--- src/rtl/aes_cbc_ctrl_if.sv ---
// Stream and core-handshake bundle for aes_cbc_ctrl.
// slave: the controller's view. master: the surrounding bus/DMA and aes_core view.
interface aes_cbc_ctrl_if;
  // Plaintext input stream
  logic         in_valid;
  logic [127:0] in_data;
  logic         in_ready;
  // Ciphertext output stream
  logic         out_valid;
  logic [127:0] out_data;
  logic         out_ready;
  // aes_core launch/result handshake
  logic         core_start;
  logic [127:0] core_plaintext;
  logic [127:0] core_key;
  logic [3:0]   core_rounds;
  logic [127:0] core_ciphertext;
  logic         core_ready;

  modport slave (
    input  in_valid, in_data, out_ready, core_ciphertext, core_ready,
    output in_ready, out_valid, out_data, core_start, core_plaintext, core_key, core_rounds
  );

  modport master (
    output in_valid, in_data, out_ready, core_ciphertext, core_ready,
    input  in_ready, out_valid, out_data, core_start, core_plaintext, core_key, core_rounds
  );
endinterface

--- src/rtl/aes_cbc_ctrl.sv ---
// Chaining and flow-control front end for the iterative AES-128 core.
// Buffers plaintext in a small FIFO, chains each block with the previous ciphertext,
// launches aes_core, and streams the results out.
// Build option: define AES_CBC_EN for CBC chaining; left undefined the block runs ECB
// (chain held at zero, iv_load_i/iv_i ignored, identical timing).
module aes_cbc_ctrl #(
  parameter int unsigned FIFO_DEPTH = 4,
  parameter int unsigned ROUNDS     = 10
) (
  input  logic                 clk,
  input  logic                 rst_n,
  aes_cbc_ctrl_if.slave        bus,
  input  logic [127:0]         key_in_i,
  input  logic                 iv_load_i,
  input  logic [127:0]         iv_i,
  output logic                 busy_o,
  output logic [15:0]          blk_count_o
);

  localparam int unsigned PtrW = $clog2(FIFO_DEPTH);
  localparam int unsigned CntW = PtrW + 1;
  localparam logic [CntW-1:0] CntFull = CntW'(FIFO_DEPTH);

  typedef enum logic [2:0] {
    StIdle,
    StLaunch,
    StWaitAck,
    StWaitDone,
    StOutput
  } state_e;

  state_e state_q, state_d;

  logic [127:0]    mem_q [FIFO_DEPTH];
  logic [PtrW-1:0] wr_ptr_q, wr_ptr_d;
  logic [PtrW-1:0] rd_ptr_q, rd_ptr_d;
  logic [CntW-1:0] count_q, count_d;

  logic [127:0] core_pt_q, core_pt_d;
  logic [127:0] core_key_q, core_key_d;
  logic [127:0] out_data_q, out_data_d;
  logic         out_valid_q, out_valid_d;
  logic [15:0]  blk_count_q, blk_count_d;

  logic [127:0] chain;
  logic [127:0] head;
  logic         fifo_empty;
  logic         push;
  logic         pop;

  assign fifo_empty   = (count_q == '0);
  // No bypass: a full FIFO refuses input even in the cycle it pops.
  assign bus.in_ready = (count_q != CntFull);
  assign push         = bus.in_valid && bus.in_ready;
  assign pop          = (state_q == StIdle) && !fifo_empty && bus.core_ready;
  assign head         = mem_q[rd_ptr_q];

`ifdef AES_CBC_EN
  logic [127:0] chain_q, chain_d;

  // Chain takes the IV only when nothing is queued or in flight, else the last ciphertext.
  always_comb begin
    chain_d = chain_q;
    if ((state_q == StIdle) && fifo_empty && iv_load_i) begin
      chain_d = iv_i;
    end else if ((state_q == StWaitDone) && bus.core_ready) begin
      chain_d = bus.core_ciphertext;
    end
  end

  // Chaining register.
  always_ff @(posedge clk or negedge rst_n) begin
    if (!rst_n) begin
      chain_q <= '0;
    end else begin
      chain_q <= chain_d;
    end
  end

  assign chain = chain_q;
`else
  logic unused_iv;

  assign unused_iv = iv_load_i ^ (^iv_i);
  assign chain     = '0;
`endif

  // FIFO storage; contents are don't-care until written, pointers carry the state.
  always_ff @(posedge clk) begin
    if (push) begin
      mem_q[wr_ptr_q] <= bus.in_data;
    end
  end

  // Next-state: FIFO bookkeeping and the launch/wait/output sequence.
  always_comb begin
    state_d     = state_q;
    wr_ptr_d    = wr_ptr_q;
    rd_ptr_d    = rd_ptr_q;
    count_d     = count_q;
    core_pt_d   = core_pt_q;
    core_key_d  = core_key_q;
    out_data_d  = out_data_q;
    out_valid_d = out_valid_q;
    blk_count_d = blk_count_q;

    if (push) begin
      wr_ptr_d = wr_ptr_q + PtrW'(1);
    end
    if (pop) begin
      rd_ptr_d = rd_ptr_q + PtrW'(1);
    end
    case ({push, pop})
      2'b10:   count_d = count_q + CntW'(1);
      2'b01:   count_d = count_q - CntW'(1);
      default: count_d = count_q;
    endcase

    unique case (state_q)
      StIdle: begin
        if (pop) begin
          core_pt_d  = head ^ chain;
          core_key_d = key_in_i;
          state_d    = StLaunch;
        end
      end
      StLaunch: begin
        state_d = StWaitAck;
      end
      // Ready may still be high from before the launch; wait for the core to take it.
      StWaitAck: begin
        if (!bus.core_ready) begin
          state_d = StWaitDone;
        end
      end
      StWaitDone: begin
        if (bus.core_ready) begin
          out_data_d  = bus.core_ciphertext;
          out_valid_d = 1'b1;
          state_d     = StOutput;
        end
      end
      StOutput: begin
        if (bus.out_ready) begin
          out_valid_d = 1'b0;
          blk_count_d = blk_count_q + 16'd1;
          state_d     = StIdle;
        end
      end
      default: begin
        state_d = StIdle;
      end
    endcase
  end

  // State and datapath registers; reset abandons queued and in-flight work.
  always_ff @(posedge clk or negedge rst_n) begin
    if (!rst_n) begin
      state_q     <= StIdle;
      wr_ptr_q    <= '0;
      rd_ptr_q    <= '0;
      count_q     <= '0;
      core_pt_q   <= '0;
      core_key_q  <= '0;
      out_data_q  <= '0;
      out_valid_q <= 1'b0;
      blk_count_q <= '0;
    end else begin
      state_q     <= state_d;
      wr_ptr_q    <= wr_ptr_d;
      rd_ptr_q    <= rd_ptr_d;
      count_q     <= count_d;
      core_pt_q   <= core_pt_d;
      core_key_q  <= core_key_d;
      out_data_q  <= out_data_d;
      out_valid_q <= out_valid_d;
      blk_count_q <= blk_count_d;
    end
  end

  assign bus.core_start     = (state_q == StLaunch);
  assign bus.core_plaintext = core_pt_q;
  assign bus.core_key       = core_key_q;
  assign bus.core_rounds    = 4'(ROUNDS);
  assign bus.out_valid      = out_valid_q;
  assign bus.out_data       = out_data_q;
  assign busy_o             = (state_q != StIdle) || !fifo_empty;
  assign blk_count_o        = blk_count_q;

endmodule
--- src/flat_wrapper.sv ---
// flat-port wrapper written by rule: the top's interface ports become plain ports
module aes_cbc_ctrl_flat 
#(
  parameter int unsigned FIFO_DEPTH = 4,
  parameter int unsigned ROUNDS     = 10
)
  (clk, rst_n, key_in_i, iv_load_i, iv_i, busy_o, blk_count_o, bus_in_valid, bus_in_data, bus_out_ready, bus_core_ciphertext, bus_core_ready, bus_in_ready, bus_out_valid, bus_out_data, bus_core_start, bus_core_plaintext, bus_core_key, bus_core_rounds);
  aes_cbc_ctrl_if bus_i ();
  input  logic clk;
  input  logic rst_n;
  input  logic [127:0] key_in_i;
  input  logic iv_load_i;
  input  logic [127:0] iv_i;
  output logic busy_o;
  output logic [15:0] blk_count_o;
  input wire logic [$bits(bus_i.in_valid)-1:0] bus_in_valid;
  input wire logic [$bits(bus_i.in_data)-1:0] bus_in_data;
  input wire logic [$bits(bus_i.out_ready)-1:0] bus_out_ready;
  input wire logic [$bits(bus_i.core_ciphertext)-1:0] bus_core_ciphertext;
  input wire logic [$bits(bus_i.core_ready)-1:0] bus_core_ready;
  output wire logic [$bits(bus_i.in_ready)-1:0] bus_in_ready;
  output wire logic [$bits(bus_i.out_valid)-1:0] bus_out_valid;
  output wire logic [$bits(bus_i.out_data)-1:0] bus_out_data;
  output wire logic [$bits(bus_i.core_start)-1:0] bus_core_start;
  output wire logic [$bits(bus_i.core_plaintext)-1:0] bus_core_plaintext;
  output wire logic [$bits(bus_i.core_key)-1:0] bus_core_key;
  output wire logic [$bits(bus_i.core_rounds)-1:0] bus_core_rounds;
  assign bus_i.in_valid = bus_in_valid;
  assign bus_i.in_data = bus_in_data;
  assign bus_i.out_ready = bus_out_ready;
  assign bus_i.core_ciphertext = bus_core_ciphertext;
  assign bus_i.core_ready = bus_core_ready;
  assign bus_in_ready = bus_i.in_ready;
  assign bus_out_valid = bus_i.out_valid;
  assign bus_out_data = bus_i.out_data;
  assign bus_core_start = bus_i.core_start;
  assign bus_core_plaintext = bus_i.core_plaintext;
  assign bus_core_key = bus_i.core_key;
  assign bus_core_rounds = bus_i.core_rounds;
  aes_cbc_ctrl #(.FIFO_DEPTH(FIFO_DEPTH), .ROUNDS(ROUNDS)) u_core (.clk(clk), .rst_n(rst_n), .bus(bus_i), .key_in_i(key_in_i), .iv_load_i(iv_load_i), .iv_i(iv_i), .busy_o(busy_o), .blk_count_o(blk_count_o));
endmodule
--- config.mk ---
export PLATFORM = sky130hd
export DESIGN_NAME = aes_cbc_ctrl_flat
export DESIGN_NICKNAME = d
export VERILOG_FILES = /design/src/rtl/aes_cbc_ctrl_if.sv /design/src/rtl/aes_cbc_ctrl.sv /design/src/flat_wrapper.sv
export SDC_FILE = /design/constraint.sdc
export NUM_CORES = 1
export LEC_CHECK = 0
export CAP_MARGIN = 10
export CORE_AREA = 5 5 358 360
export CTS_CLUSTER_DIAMETER = 60
export DETAILED_ROUTE_END_ITERATION = 8
export DIE_AREA = 0 0 363 365
export GPL_TIMING_DRIVEN = 0
export HOLD_SLACK_MARGIN = 0.12
export REMOVE_ABC_BUFFERS = 1
export SYNTH_ARGS = -nofsm -noshare
export SYNTH_HDL_FRONTEND = slang
export SYNTH_SLANG_ARGS = --single-unit
--- constraint.sdc ---
create_clock -name clk -period 4.3 [get_ports clk]
set_input_delay 0.645 -clock clk [delete_from_list [all_inputs] [get_ports clk]]
set_output_delay 0.645 -clock clk [all_outputs]
set_load 0.005 [all_outputs]
### Word-level counts from Yosys, hierarchy flattened

Memory sizes are Yosys's and may differ from the RTL's. A register that Yosys moved wholly into a read port is not among the register bits.
Index checks and enable logic that the tools add are counted.

| storage, ports and cells | value |
|---|---|
| input port bits | 518 |
| bits in read-only memories | 0 |
| bits in registers | 283 |
| RAM bits | 512 |
| memories kept | 1 |
| latch bits | 0 |
| output and inout port bits | 408 |

Memory list:

| memory | words | width | rd ports | clocked after Yosys merged registers in | wr ports | RTL line | text |
|---|---|---|---|---|---|---|---|
| u_core.mem_q | 4 | 128 | 1 | 1 | 1 | aes_cbc_ctrl.sv:34 | `logic [127:0] mem_q [FIFO_DEPTH];` |

| cells by class | value |
|---|---|
| $lt $le $gt $ge | 0 |
| equal/unequal tests | 11 |
| divide/modulo/power cells | 0 |
| muxes and demuxes | 11 |
| multiply operators | 0 |
| shifts and indexed selects | 0 |
| add/sub/neg operators | 5 |
| reduce and logical (&&, ||, !) cells | 16 |
| bitwise gates (word level) | 0 |

Operators by type and width:

| operator | count |
|---|---|
| 16-bit by 1-bit adder with 16-bit output, second input constant | 1 |
| 3-bit one-hot mux with 5 select lines | 1 |
| 3-bit two-way mux | 4 |
| 3-bit by 2-bit equality test with 1-bit output, second input constant | 2 |
| 3-bit zero test | 2 |
| 2-bit inequality test, second input constant | 3 |
| 3-bit one-hot mux with 2 select lines | 1 |
| 2-bit AND reduction | 3 |
| 2-bit by 1-bit adder with 2-bit output, second input constant | 2 |
| 1-bit two-way mux | 4 |
| 4-bit AND reduction | 1 |
| 2-bit nonzero test | 2 |
| 3-bit by 1-bit adder with 3-bit output, second input constant | 1 |
| 3-bit by 1-bit equality test with 1-bit output, second input constant | 1 |
| 3-bit equality test, second input constant | 1 |
| 1-bit logical AND | 3 |
| 3-bit inequality test, second input constant | 1 |
| 3-bit AND reduction | 1 |
| 3-bit nonzero test | 1 |
| 3-bit by 1-bit subtractor with 3-bit output, second input constant | 1 |
| 2-bit by 1-bit equality test with 1-bit output, second input constant | 1 |
| 2-bit equality test, second input constant | 1 |
| 1-bit zero test | 2 |
| 2-bit by 1-bit inequality test with 1-bit output, second input constant | 1 |
| 2 further kinds | 2 |

### Depth between registers and ports, before layout

| logic depth | value |
|---|---|
| depth after elaboration | 6 |
| mapped depth | 10 |

### Worst setup path after synthesis

OpenSTA, ideal clock, no wires.

| timing | value |
|---|---|
| path type | input to register |
| start | in bus_in_valid |
| end | mem u_core.mem_q[0][0], enable pin |
| cell stages on the path | 1 |
| path slack | 170 ps |
| required time | 3797 ps |
| setup time | 503 ps |
| arrival time | 3626 ps |
| cell sequence | and3_1 |

| on the way | value |
|---|---|
| cells in the longest elaborated chain, start to end | 3 |

Ends and longest elaborated chain:

| what | RTL line | text |
|---|---|---|
| start, declared | flat_wrapper.sv:16 | `input wire logic [$bits(bus_i.in_valid)-1:0] bus_in_valid;` |
| 1-bit logical AND | aes_cbc_ctrl.sv:54 | `assign push = bus.in_valid && bus.in_ready;` |
| 1-bit two-way mux | aes_cbc_ctrl.sv:90 | `if (push) begin` |
| 1-bit two-way mux (not written as such) | aes_cbc_ctrl.sv:91 | `mem_q[wr_ptr_q] <= bus.in_data;` |
| end, declared | aes_cbc_ctrl.sv:34 |  |

No other way between the ends.

### Worst setup path after layout

| timing | value |
|---|---|
| start | reg u_core.state_q[2] |
| end | reg u_core.core_pt_q[72] (netlist: u_core.bus.core_plaintext[72]), read port of u_core.mem_q |

| on the way | value |
|---|---|
| cells in the longest elaborated chain, start to end | 4 |

Ends and longest elaborated chain:

| what | RTL line | text |
|---|---|---|
| start, declared | aes_cbc_ctrl.sv:32 | `state_e state_q, state_d;` |
| start signal, assigned | aes_cbc_ctrl.sv:159 | `state_q <= StIdle;` |
| start signal, assigned | aes_cbc_ctrl.sv:169 | `state_q <= state_d;` |
| 3-bit zero test * | aes_cbc_ctrl.sv:55, aes_cbc_ctrl.sv:119 |  |
| 1-bit logical AND (2 in series) | aes_cbc_ctrl.sv:55 | `assign pop = (state_q == StIdle) && !fifo_empty && bus.core_ready;` |
| 2-bit AND reduction (no source line) * | -- |  |
| end, declared | aes_cbc_ctrl.sv:39 | `logic [127:0] core_pt_q, core_pt_d;` |

Mark *: on every way between the ends. The rest lies on a longest branch, timed or not.
A chain may end at the register's enable or synchronous reset.

==> qor_table.md <==
| Item | This run |
| --- | --- |
| ANT nets after route | 0 |
| Clock sink count | 923 |
| Initial standard-cell utilization of the core | 27.2% |
| I/O pin count | 926 |
| Endpoint class of the critical path | flop |
| Worst clock skew | 0.0501 ns |
| PortBufs | 792 |
| Die ar. | 132000 um^2 |
| Floorplan row count | 130 |
| CP Data Arrival Time | 3.46 ns |
| Initial antenna violation count | 51 |
| Total of cells resized after clock tree synthesis | 0 |
| Syn Inst Count | 1599 |
| Synth async-reset ratio | 44.5% |
| #FFs+latches synth | 923 |
| Portion of total power attributed to the clock network | 26.1% |
| GRT Resource Usage Total | 14.2% |
| Overflow left after global routing | 0 |
| Most common cell after layout, fill and taps aside | sky130_fd_sc_hd__clkdlybuf4s50_1 |
| Number of buffers between clock root and the deepest sink | 3 |
| Part of the cycle the worst path needs | 67.1% |
| Number of library cell types mapped by synthesis | 30 |
| Peak supply drop | 0.521 mV |
| Layout filler cell count | 11.4k |
| Number of synthesized flops with an enable pin | 512 |
| Setup repair after global routing missed its margin | false |
| Startpoint types | flop |
| Worst Path Max Fanout | 12 |
| Worst Max-Slew Pin Slew | 0.825 ns |
| Count of final setup violators | 0 |
| Most frequently used flop master after synthesis | sky130_fd_sc_hd__edfxtp_1 |
| Net count, final | 2993 |
| Number of design rule violations left after detail routing | 0 |
| Sequential Power Share | 40.5% |
| Req. time, crit path | 4.87 ns |
| Via count of the first global-routing pass | 20.1k |
| Height of the chip | 365 um |
| Post-layout min period | 2.89 ns |
| Run status | finished clean |
| Detailed-route vias per instance | 4.33 |
| Pin count of the biggest net entering global routing | 94 |
| Final weighted congestion in routability-driven placement | 0.816 |
| Count of routing violations after the opening detailed-route iteration | 1014 |
| Netlist Area Pre-Place | 33900 um^2 |
| Average wire per cell in the routed design | 22.9 um |
| First-pass GRT wire length | 139000 um |
| DR vias | 18.4k |
| Post-DP HPWL | 71500 um |
| Area taken by flip-flops and latches | 25700 um^2 |
| Reg2Reg Setup Slack | 1.41 ns |
| Floorplan core area | 125000 um^2 |
| Root cell of the clock tree | sky130_fd_sc_hd__clkbuf_16 |
| Clock network latency to the later pin of the worst-skew pair | 0.71 ns |
| Max-cap violations | 0 |
| TritonRoute pass-1 iters | 4 |
| Clock tree from TritonCTS | built |
| Pwr dens | 713 nW/um^2 |
| Net switching fraction of the power | 27.8% |
| Synth Area per Inst | 21.2 um^2 |
| Max transition margin | 45.0% |
| Leak pwr | 17.4 nW |
| Number of buffers inserted during clock tree synthesis | 103 |
| Most frequent cells in the layout | 791 x sky130_fd_sc_hd__clkdlybuf4s50_1, 512 x sky130_fd_sc_hd__edfxtp_1, 409 x sky130_fd_sc_hd__dfrtp_1 |
| Highest attainable clock frequency | 347 MHz |
| Final Hold Violating Endpoints | 0 |
| Fraction of final layout cells sized beyond drive strength 1 | 28.8% |
| Final worst hold slack | 0.460 ns |
| Worst Setup Path Type | reg -> reg |
| Chip Width | 363 um |
| Fraction of the core area covered by cells at the end of the flow | 38.5% |
| Int Power | 0.0247 W |
| Footprint of the multi-input gates | 7830 um^2 |
| Max-slew violations | 0 |
| Type of the most critical hold path | in -> async |
| Fraction of the yosys area taken by sequential cells | 75.7% |
| Total Neg Setup Slack | 0 ns |
| Comb pwr share | 33.4% |
| Syn-to-layout area delta | 41.8% |
| Net switching component of the power | 0.00953 W |
| Wire length after detailed routing | 97300 um |
| Yosys synthesis warning count | 0 |
| Clock transition at path regs | 0.06 ns |
| Number of levels the H-tree was split into | 3 |
==> state kept, by name, summed over array words and instances (netlist names) <==
name / cells
u_core.blk_count_o: 16
u_core.bus.core_key: 128
u_core.bus.core_plaintext: 128
u_core.bus.out_data: 128
u_core.bus.out_valid: 1
u_core.count_q: 3
u_core.mem_q: 512
u_core.rd_ptr_q: 2
u_core.state_q: 3
u_core.wr_ptr_q: 2
==> worst max-delay path, stage by stage, from the launching register on <==
cell and delay (ns):
sky130_fd_sc_hd__dfrtp_1 0.48, sky130_fd_sc_hd__nor4_4 0.48, sky130_fd_sc_hd__buf_8 0.21, sky130_fd_sc_hd__buf_6 0.17
sky130_fd_sc_hd__buf_6 0.19, sky130_fd_sc_hd__buf_8 0.17, sky130_fd_sc_hd__buf_6 0.16, sky130_fd_sc_hd__buf_6 0.19
sky130_fd_sc_hd__buf_8 0.18, sky130_fd_sc_hd__buf_6 0.18, sky130_fd_sc_hd__mux2_2 0.34
==> cells by family (layout without fill, tap and decap cells) <==
logic type      count (synthesis)  after routing  synth area share, %
compound gates                  4              4               0.0664
xor+xnor                       21             21                0.542
fa+ha+maj                       7              7                0.280
buf+inv                        86           1043                 1.35
flops                         923            923                 75.7
mux                           515            515                 21.3
other cells                     2             40               0.0221
simple gates                   41             41                0.712
==> power groups by stage <==
stage | sequential [W] | clock [W] | combinational [W]
6_report | 0.0139 | 0.00894 | 0.0115
5_1_grt | 0.0142 | 0.00960 | 0.0122
4_1_cts | 0.0139 | 0.00923 | 0.0117
3_5_place_dp | 0.0141 | 0 | 0.0117
3_3_place_gp | 0.0145 | 0 | 0.0107
2_1_floorplan | 0.0143 | 0 | 0.00502
==> cell usage after synthesis, drive strengths merged (2+ instances only) <==
library cell | count | share of area [%]
and3 | 6 | 0.11
buf | 59 | 1.1
clkbuf | 19 | 0.21
conb | 2 | 0.022
dfrtp | 411 | 30
edfxtp | 512 | 45
ha | 6 | 0.22
inv | 8 | 0.089
mux2 | 386 | 13
mux4 | 128 | 8.5
nand2 | 8 | 0.089
nand2b | 3 | 0.055
nand3 | 6 | 0.089
nand4 | 5 | 0.092
nor2 | 4 | 0.044
nor3 | 3 | 0.044
o21ai | 2 | 0.030
xnor2 | 16 | 0.41
xor2 | 5 | 0.13
==> final cells by class <==
cell class / instances / area share [%]
flip-flops and latches: 923 / 53.4
inverters: 8 / 0.0625
multi-input cells: 592 / 16.3
clock buffers: 152 / 6.38
repair buffers: 840 / 18.4
well taps: 1650 / 4.29
clock inverters: 43 / 0.963
diodes: 36 / 0.187
==> repair_timing <==
item,4_1_cts,5_1_grt
buffers inserted,0,0
endpoints found under the hold margin,70,0
hold buffers,1,0
==> per-layer routing <==
metal | track usage, % | share of wire (%) | up-vias
met5 | 0 | 0.075 | -
met4 | 6.41 | 3.4 | 12
met3 | 6.30 | 9.9 | 190
met2 | 23.9 | 50 | 625
met1 | 15.6 | 37 | 9504
li1 | - | - | 8031
==> final timing paths <==
check / startpoint / depth (start not counted) / endpoint
hold / removal: rst_n / 2 / u_core.bus.core_plaintext[19]
max in group asynchronous: rst_n / 6 / u_core.bus.out_data[10]
min in group clk: u_core.blk_count_o[15] / 1 / u_core.blk_count_o[15]
setup / recovery: u_core.state_q[2] / 10 / u_core.bus.core_plaintext[72]
setup reg to reg: u_core.state_q[2] / 10 / u_core.bus.core_plaintext[72]
hold reg to reg: u_core.blk_count_o[15] / 1 / u_core.blk_count_o[15]
==> per-stage QoR <==
step / area [um^2] / instances / total power, W / worst slack (ns)
floorplan: 33500 / 1523 / 0.0193 / -6.13
finish: 48100 / 4244 / 0.0343 / 1.41
global placement: 43500 / 3965 / 0.0253 / -17.58
CTS: 48000 / 4208 / 0.0349 / 1.35
global route: 48000 / 4225 / 0.0360 / 1.29
detailed placement: 44400 / 4012 / 0.0258 / 0.657
Note: power is estimated with default switching activity, not from simulation.
